**src/rtl/rx_frame_parser_if.sv**
```systemverilog
// -----------------------------------------------------------------------------
// rx_frame_parser_if
// Character bus from the UART receiver into the frame parser.
//   rx_data  [6:0]  received 7-bit character
//   rx_valid        1-cycle strobe, rx_data/rx_perr valid
//   rx_perr         even-parity error flag for the current character
// Modports: master drives the bus (UART receiver / bench), slave consumes it.
// -----------------------------------------------------------------------------
interface rx_frame_parser_if;
   logic [6:0] rx_data;
   logic       rx_valid;
   logic       rx_perr;

   modport master (output rx_data, output rx_valid, output rx_perr);
   modport slave  (input  rx_data, input  rx_valid, input  rx_perr);
endinterface

```
**src/rtl/rx_frame_parser.sv**
```systemverilog
// -----------------------------------------------------------------------------
// rx_frame_parser
// Assembles a 15-digit ASCII configuration frame from the UART receiver:
//   humidity(3) melody(1) pot(1) plant_type(1) hours(2) minutes(2) lux(5)
// Each field is converted to binary in staging registers while the frame
// arrives; the seven config outputs load together only when a complete,
// range-checked frame has been received.
// Ports:
//   clk, rst          clock and synchronous active-high reset
//   rx_if (slave)     rx_data / rx_valid / rx_perr from the UART receiver
//   humidity..lux     committed configuration (registered)
//   frame_valid       1-cycle pulse, new configuration committed
//   frame_err         1-cycle pulse, frame rejected
//   busy              high while collecting or draining a bad frame
// -----------------------------------------------------------------------------
module rx_frame_parser #(
   parameter int TIMEOUT_CYC = 13020,
   parameter int MAX_HOURS   = 23,
   parameter int MAX_MINUTES = 59
) (
   input  logic               clk,
   input  logic               rst,
   rx_frame_parser_if.slave   rx_if,
   output logic [9:0]         humidity,
   output logic [3:0]         melody,
   output logic [3:0]         pot,
   output logic [3:0]         plant_type,
   output logic [4:0]         hours,
   output logic [5:0]         minutes,
   output logic [16:0]        lux,
   output logic               frame_valid,
   output logic               frame_err,
   output logic               busy
);

   localparam int CNT_W = $clog2(TIMEOUT_CYC + 1);

   localparam logic [1:0] S_IDLE    = 2'd0;
   localparam logic [1:0] S_COLLECT = 2'd1;
   localparam logic [1:0] S_DRAIN   = 2'd2;

   localparam logic [3:0] LAST_IDX  = 4'd14;

   // control state
   logic [1:0]       r_state;
   logic [3:0]       r_idx;
   logic [CNT_W-1:0] r_idle_cnt;

   // staging accumulators; hours/minutes hold up to 99 before the range check
   logic [9:0]       r_hum;
   logic [3:0]       r_mel;
   logic [3:0]       r_pot;
   logic [3:0]       r_plant;
   logic [6:0]       r_hrs;
   logic [6:0]       r_min;
   logic [16:0]      r_lux;

   // committed configuration
   logic [9:0]       r_humidity;
   logic [3:0]       r_melody;
   logic [3:0]       r_pot_out;
   logic [3:0]       r_plant_type;
   logic [4:0]       r_hours;
   logic [5:0]       r_minutes;
   logic [16:0]      r_lux_out;
   logic             r_frame_valid;
   logic             r_frame_err;

   logic             w_legal;
   logic [3:0]       w_digit;
   logic             w_timeout;
   logic             w_store;
   logic             w_first;
   logic             w_range_ok;
   logic [9:0]       w_hum_next;
   logic [6:0]       w_hrs_next;
   logic [6:0]       w_min_next;
   logic [16:0]      w_lux_next;

   // For '0'..'9' the low nibble already is the digit value.
   assign w_legal = !rx_if.rx_perr && (rx_if.rx_data >= 7'h30) && (rx_if.rx_data <= 7'h39);
   assign w_digit = rx_if.rx_data[3:0];

   // Timeout is judged on the counter alone, so it wins over a coincident strobe.
   assign w_timeout = (r_state != S_IDLE) && (r_idle_cnt == CNT_W'(TIMEOUT_CYC));

   assign w_first = (r_state == S_IDLE) && rx_if.rx_valid && w_legal;
   assign w_store = (r_state == S_COLLECT) && rx_if.rx_valid && !w_timeout && w_legal;

   // acc*10 + digit as shift-add
   assign w_hum_next = (r_hum << 3) + (r_hum << 1) + {6'd0, w_digit};
   assign w_hrs_next = (r_hrs << 3) + (r_hrs << 1) + {3'd0, w_digit};
   assign w_min_next = (r_min << 3) + (r_min << 1) + {3'd0, w_digit};
   assign w_lux_next = (r_lux << 3) + (r_lux << 1) + {13'd0, w_digit};

   assign w_range_ok = (r_hrs <= 7'(MAX_HOURS)) && (r_min <= 7'(MAX_MINUTES));

   // Staging registers. Each field's first digit overwrites its accumulator,
   // so leftovers from an aborted frame never leak into the next one.
   always_ff @(posedge clk) begin
      if (rst) begin
         r_hum   <= '0;
         r_mel   <= '0;
         r_pot   <= '0;
         r_plant <= '0;
         r_hrs   <= '0;
         r_min   <= '0;
         r_lux   <= '0;
      end else if (w_first) begin
         r_hum <= {6'd0, w_digit};
      end else if (w_store) begin
         case (r_idx)
            4'd1, 4'd2:                r_hum   <= w_hum_next;
            4'd3:                      r_mel   <= w_digit;
            4'd4:                      r_pot   <= w_digit;
            4'd5:                      r_plant <= w_digit;
            4'd6:                      r_hrs   <= {3'd0, w_digit};
            4'd7:                      r_hrs   <= w_hrs_next;
            4'd8:                      r_min   <= {3'd0, w_digit};
            4'd9:                      r_min   <= w_min_next;
            4'd10:                     r_lux   <= {13'd0, w_digit};
            4'd11, 4'd12, 4'd13:       r_lux   <= w_lux_next;
            default:                   r_lux   <= r_lux;  // idx 14 commits straight from w_lux_next
         endcase
      end
   end

   // Frame FSM, idle counter, commit and status pulses.
   always_ff @(posedge clk) begin
      if (rst) begin
         r_state       <= S_IDLE;
         r_idx         <= '0;
         r_idle_cnt    <= '0;
         r_humidity    <= '0;
         r_melody      <= '0;
         r_pot_out     <= '0;
         r_plant_type  <= '0;
         r_hours       <= '0;
         r_minutes     <= '0;
         r_lux_out     <= '0;
         r_frame_valid <= 1'b0;
         r_frame_err   <= 1'b0;
      end else begin
         r_frame_valid <= 1'b0;
         r_frame_err   <= 1'b0;
         case (r_state)
            S_IDLE: begin
               r_idle_cnt <= '0;
               r_idx      <= '0;
               if (rx_if.rx_valid) begin
                  if (w_legal) begin
                     r_idx   <= 4'd1;
                     r_state <= S_COLLECT;
                  end else begin
                     r_frame_err <= 1'b1;
                     r_state     <= S_DRAIN;
                  end
               end
            end
            S_COLLECT: begin
               if (w_timeout) begin
                  r_frame_err <= 1'b1;
                  r_state     <= S_IDLE;
                  r_idx       <= '0;
                  r_idle_cnt  <= '0;
               end else if (rx_if.rx_valid) begin
                  r_idle_cnt <= '0;
                  if (!w_legal) begin
                     r_frame_err <= 1'b1;
                     r_state     <= S_DRAIN;
                     r_idx       <= '0;
                  end else if (r_idx == LAST_IDX) begin
                     r_state <= S_IDLE;
                     r_idx   <= '0;
                     if (w_range_ok) begin
                        r_humidity    <= r_hum;
                        r_melody      <= r_mel;
                        r_pot_out     <= r_pot;
                        r_plant_type  <= r_plant;
                        r_hours       <= r_hrs[4:0];
                        r_minutes     <= r_min[5:0];
                        r_lux_out     <= w_lux_next;
                        r_frame_valid <= 1'b1;
                     end else begin
                        r_frame_err <= 1'b1;
                     end
                  end else begin
                     r_idx <= r_idx + 4'd1;
                  end
               end else begin
                  r_idle_cnt <= r_idle_cnt + CNT_W'(1);
               end
            end
            S_DRAIN: begin
               if (w_timeout) begin
                  r_state    <= S_IDLE;
                  r_idle_cnt <= '0;
               end else if (rx_if.rx_valid) begin
                  r_idle_cnt <= '0;
               end else begin
                  r_idle_cnt <= r_idle_cnt + CNT_W'(1);
               end
            end
            default: begin
               r_state    <= S_IDLE;
               r_idx      <= '0;
               r_idle_cnt <= '0;
            end
         endcase
      end
   end

   assign humidity    = r_humidity;
   assign melody      = r_melody;
   assign pot         = r_pot_out;
   assign plant_type  = r_plant_type;
   assign hours       = r_hours;
   assign minutes     = r_minutes;
   assign lux         = r_lux_out;
   assign frame_valid = r_frame_valid;
   assign frame_err   = r_frame_err;
   assign busy        = (r_state != S_IDLE);

endmodule

```
**src/flat_wrapper.sv**
```systemverilog
// flat-port wrapper written by rule: the top's interface ports become plain ports
module rx_frame_parser_flat 
#(
   parameter int TIMEOUT_CYC = 13020,
   parameter int MAX_HOURS   = 23,
   parameter int MAX_MINUTES = 59
)
  (clk, rst, humidity, melody, pot, plant_type, hours, minutes, lux, frame_valid, frame_err, busy, rx_if_rx_data, rx_if_rx_valid, rx_if_rx_perr);
  rx_frame_parser_if rx_if_i ();
  input  logic clk;
  input  logic rst;
  output logic [9:0] humidity;
  output logic [3:0] melody;
  output logic [3:0] pot;
  output logic [3:0] plant_type;
  output logic [4:0] hours;
  output logic [5:0] minutes;
  output logic [16:0] lux;
  output logic frame_valid;
  output logic frame_err;
  output logic busy;
  input wire logic [$bits(rx_if_i.rx_data)-1:0] rx_if_rx_data;
  input wire logic [$bits(rx_if_i.rx_valid)-1:0] rx_if_rx_valid;
  input wire logic [$bits(rx_if_i.rx_perr)-1:0] rx_if_rx_perr;
  assign rx_if_i.rx_data = rx_if_rx_data;
  assign rx_if_i.rx_valid = rx_if_rx_valid;
  assign rx_if_i.rx_perr = rx_if_rx_perr;
  rx_frame_parser #(.TIMEOUT_CYC(TIMEOUT_CYC), .MAX_HOURS(MAX_HOURS), .MAX_MINUTES(MAX_MINUTES)) u_core (.clk(clk), .rst(rst), .rx_if(rx_if_i), .humidity(humidity), .melody(melody), .pot(pot), .plant_type(plant_type), .hours(hours), .minutes(minutes), .lux(lux), .frame_valid(frame_valid), .frame_err(frame_err), .busy(busy));
endmodule
```
**config.mk**
```make
export PLATFORM = sky130hd
export DESIGN_NAME = rx_frame_parser_flat
export DESIGN_NICKNAME = d
export VERILOG_FILES = /design/src/rtl/rx_frame_parser_if.sv /design/src/rtl/rx_frame_parser.sv /design/src/flat_wrapper.sv
export SDC_FILE = /design/constraint.sdc
export NUM_CORES = 1
export LEC_CHECK = 0
export CAP_MARGIN = 40
export CORE_MARGIN = 2
export CORE_UTILIZATION = 52
export CTS_CLUSTER_SIZE = 28
export DETAILED_ROUTE_END_ITERATION = 12
export PLACE_DENSITY = 0.8
export SLEW_MARGIN = 10
export SYNTH_ARGS = -nofsm -noshare
export SYNTH_HDL_FRONTEND = slang
export SYNTH_SLANG_ARGS = --single-unit
```
**constraint.sdc**
```tcl
create_clock -name clk -period 3.5 [get_ports clk]
set_input_delay 0.875 -clock clk [delete_from_list [all_inputs] [get_ports clk]]
set_output_delay 0.875 -clock clk [all_outputs]
set_load 0.05 [all_outputs]
```
# [Word-level counts from Yosys, hierarchy flattened]
# Index checks and enable logic that the tools add are counted.
[totals] ff_bits=124 input_bits=11 elab_cells=128
[classes] add_sub_neg=10 magnitude_cmp=4 n_eq_ne=21 mux=30 bitwise_logic=8 reduce_logical=35
[ops] op="$mux 4" n=8
[ops] op="$pmux 16 s2" n=1
[ops] op="$eq 4x4->1 const B" n=7
[ops] op="$pmux 7 s2" n=2
[ops] op="$reduce_and 3->1" n=6
[ops] op="$add 17x17->17" n=1
[ops] op="$add 17x4->17" n=1
[ops] op="$eq 4x3->1 const B" n=4
[ops] op="$add 14x1->14 const B" n=1
[ops] op="$add 7x4->7" n=2
[ops] op="$add 7x7->7" n=2
[ops] op="$eq 14x14->1 const B" n=1
[ops] op="$le 7x6->1 const B" n=2
[ops] op="$mux 2" n=7
[ops] op="$pmux 4 s3" n=1
[ops] op="$reduce_bool 2->1" n=6
[ops] op="$add 10x10->10" n=1
[ops] op="$add 10x4->10" n=1
[ops] op="$logic_and 1x1->1" n=9
[ops] op="$mux 1" n=9
[ops] op="$eq 4x2->1 const B" n=2
[ops] op="$not 1->1" n=8
[ops] op="$ge 7x6->1 const B" n=1
[ops] op="$le 7x5->1 const B" n=1
[ops] op="19 further kinds" n=24

# [Longest topological paths before layout]
[depth] word_depth=8 ltp_mapped=11 mapped_depth_nobuf=10

# [Worst setup path before layout]
# No wires, ideal clock.
[synth_timing] path_type="input to register" start="input rx_if_rx_data[3]" end="register u_core.r_lux_out[16], in the netlist u_core.lux[16]" setup_time_ns=0.116 arrival_time_ns=3.412 required_time_ns=3.384 setup_slack_ns=-0.028 cell_stages=10 n_path_buf=0 cell_sequence="inv_1 > fa_1 > inv_1 > fa_1 > a21o_1 > a41oi_1 > a21oi_1 > and3_1 > or4_1 > a31o_2"
[synth_between] elab_chain_len=4 elab_cells_between_ends=6
[synth_rtl] element="start: declaration" line_no="flat_wrapper.sv:22" rtl="input wire logic [$bits(rx_if_i.rx_data)-1:0] rx_if_rx_data;"
[synth_rtl] element="$ge 7x6->1" line_no="rx_frame_parser.sv:81" rtl="assign w_legal = !rx_if.rx_perr && (rx_if.rx_data >= 7'h30) && (rx_if.rx_data <= 7'h39);"
[synth_rtl] element="$logic_and 1x1->1 (2 in a row)" line_no="rx_frame_parser.sv:81"
[synth_rtl] element="$reduce_and 6->1 (no line)"
[synth_rtl] element="end signal: assignment" line_no="rx_frame_parser.sv:182" rtl="r_lux_out <= w_lux_next;"
[synth_rtl] element="end: declaration" line_no="rx_frame_parser.sv:65" rtl="logic [16:0] r_lux_out;"
# Several ways; a longest one is shown, not always the timed one.
# A chain may end at the register's enable or synchronous reset.

# [Worst setup path in the final report]
# Ends and elaborated chain as after synthesis.

==> metrics <==
outcome=finished clean; Yosys Warn Count=0; worst slew pin tran=around 680 ps; RSZ-0062 raised after global routing=no; met3 WL post-DR=713 µm; kind of end point of the critical path=register; Fill cells=between 1000 and 1500; syn_area_per_cell=8.57 µm²; Initial Util=0.531; Setup violations, final=0; commonest non-fill, non-tap cell in the layout=nand2_1; synthesized area=6670 µm²; WP data required=3810 ps; TritonCTS buffer count=17; Die Width=117 µm; Compound-Gate Fraction of Synth Area=0.146; crit path kind=in -> reg; Synth top area share=0.372; CP max-delay cell=fa_1; Synth Register Bits=124; initial antenna violation count=0; Tot Pwr=about 3.3 mW; most frequent cells in the layout=133 x nand2_1, 124 x dfxtp_1, 89 x a21oi_1, 63 x nor2_1, 63 x ha_1; fin crit period=about 3300 ps; first-pass GRT wire length=25400 µm; CTS tree=yes; Data arrival, critical path=3650 ps; final hold vios=0; clock skew=8.54 ps; fraction of layout cells with a size suffix above 1=0.0962; Max clock buf depth=2; Worst Path Max Fanout=4; EDFF count, synth=0; Util after Layout=0.654; dpl cells=1004; cells after synthesis=779; slowest cell delay on critical path=between 500 and 600 ps; HP Class=reg -> reg; drt first pass iters=5; DRC errors left=0; wire length on met1=approximately 7100 µm; number of global-route vias before repair=5423; CTS sink count=approximately 120; Post-Layout Cell Count=1035; H-tree levels=4; GRT Resource Usage Total=0.237; total die area=13800 µm²; commonest register cell after synthesis=dfxtp_1; Final Max Slew Viols=0; Area Growth Syn to Fin=23.1%; Site Rows=41; Post-Synth Simple-Gate Area=0.203; dominant cells by area after synthesis=dfxtp_1 37%, ha_1 12%, nand2_1 7.5%; I/O pins=64; top sig layer=met4; Antenna Nets Post-Route=0; Diodes inserted=0; cells along the critical path=dlygate4sd2_1 > inv_2 > fa_1 > inv_1 > fa_1 > a21o_1 > a41oi_2 > a21oi_2 > and3_1 > or4_1 > a31o_2; largest family of logic cells by synthesized area=simple AND/OR/NAND/NOR gates; Vias/cell=5.58; Core ar.=12600 µm²; final net count=933; largest net degree at the start of global routing=66; Netlist cell types=60; most frequent CP cell=fa_1; Routability Congestion=roughly 0.89; syn_nets=approximately 860; DR vias=between 5000 and 6000; chip height=117 µm; Lkg Pwr=3.47 nW; power density over the cells=402 nW/µm²; post-synthesis sequential area ratio=0.372; Startpoint Class=primary input; pre-CTS setup slack=-633 ps; Adder-Cell Fraction of Synth Area=0.142; asr flop ratio synth=0; Max VDD drop=roughly 0.53 mV; leading area contributor after synthesis=dfxtp_1; detailed placement HPWL=10500 µm; Total Wirelength=15300 µm; multiplexer share of the synthesized area=0.0521; relative slew slack=0.546; Clk Latency, worst-skew pair=420 ps; Detail Route met2 WL=between 7000 and 8000 µm; routed len/inst=~15 µm; clk root buf=clkbuf_16; fmax=299 MHz; clk slew on worst S/H paths=~50 ps; post-synthesis xor/xnor area fraction=0.0486; Period Utilization, post-route=0.954; setup ws final=161 ps; total gr overflow=0; Max Cap Viol=0; Port Buffer Count=63; DRT iter0 DRCs=~360
## critical path: cells and delay by family
family	cells	cell delay, ps
AO/OA/AOI/OAI	4	730
adder cells (fa/ha/maj)	2	960
buffers and inverters	3	360
AND/OR/NAND/NOR	2	720
## synth_stat cells, drive strengths merged (4+ instances only)
| master | n |
|---|---|
| ha | 63 |
| xnor2 | 20 |
| nor2 | 63 |
| mux2 | 6 |
| a211oi | 11 |
| buf | 8 |
| nand2 | 133 |
| o21ai | 18 |
| a31oi | 4 |
| a32oi | 4 |
| clkbuf | 31 |
| fa | 8 |
| xor2 | 17 |
| inv | 20 |
| a21o | 8 |
| nor3 | 12 |
| dfxtp | 124 |
| a21oi | 90 |
| nand2b | 7 |
| and3 | 8 |
| or3 | 10 |
| nand4 | 10 |
| nor2b | 7 |
| mux2i | 28 |
| nand3 | 23 |
## cell families after synthesis
family | count (synthesis)
xor gates and xnor gates | 37
DFF | 124
muxes | 34
and+or+nand+nor | 292
adders and majority gates | 71
AOI/OAI and AO/OA | 161
buffers and inverters | 60
## area by class of cell
type / count / area, µm² / area share
clock buffers: 23 / 478 / 0.0582
flip-flops and latches: 124 / 2480 / 0.302
multi-input cells: 595 / 3960 / 0.482
clock inverters: 8 / 115 / 0.0140
repair buffers: 92 / 885 / 0.108
inverters: 21 / 78.8 / 0.00959
well taps: 172 / 215 / 0.0262
## what timing repair did
item | in CTS | in global routing
buffers inserted | 0 | 0
endpoints found under the setup margin | 1 | 1
gates resized for setup | 3 | 1
hold buffers | 0 | 0
pin swaps | 4 | 0
endpoints found under the hold margin | 0 | 0
## power breakdown
part | internal, mW | total [mW] | switching (mW) | leakage [nW]
Clock | 1.16 | 1.76 | 0.597 | 0.297
Sequential | 1.42 | 1.42 | 0.00413 | 0.999
Combinational | 0.0437 | 0.125 | 0.0810 | 2.17
## metrics by stage
stage          hold WS, ps  TNS (ps)  cell area, µm²
2_1_floorplan          429         0            6680
4_1_cts                455         0            8210
5_1_grt                467         0            8220
3_5_place_dp           447     -3660            7620
6_report               451         0            8220
3_3_place_gp           435     -3150            7620
## layer usage
| metal | GRT usage | up-vias |
|---|---|---|
| met5 | 0 | - |
| met4 | 0.0949 | 0 |
| met3 | 0.0592 | 27 |
| met2 | 0.382 | 123 |
| met1 | 0.304 | 2750 |
| li1 | - | 2872 |
## path summary, 6_finish.rpt
check	start	cells after the start	slack [ps]	endpoint
worst max-delay path	rx_if_rx_data[3]	11	160	u_core.lux[16]
worst min-delay path	u_core.r_pot[1]	2	450	u_core.pot[1]
worst max register to register	u_core.r_lux[0]	10	550	u_core.lux[16]
worst min register to register	u_core.r_pot[1]	2	450	u_core.pot[1]
## sequential cells by signal, indices dropped and copies added (netlist names)
signal and count:
u_core.frame_valid 1, u_core.r_pot 4, u_core.r_idx 4, u_core.pot 4, u_core.r_min 7, u_core.lux 17
u_core.frame_err 1, u_core.plant_type 4, u_core.r_hum 10, u_core.r_state 2, u_core.r_idle_cnt 14, u_core.r_hrs 7
u_core.melody 4, u_core.r_lux 16, u_core.humidity 10, u_core.minutes 6, u_core.r_mel 4, u_core.hours 5
u_core.r_plant 4
Note: power is estimated with default switching activity, not from simulation.
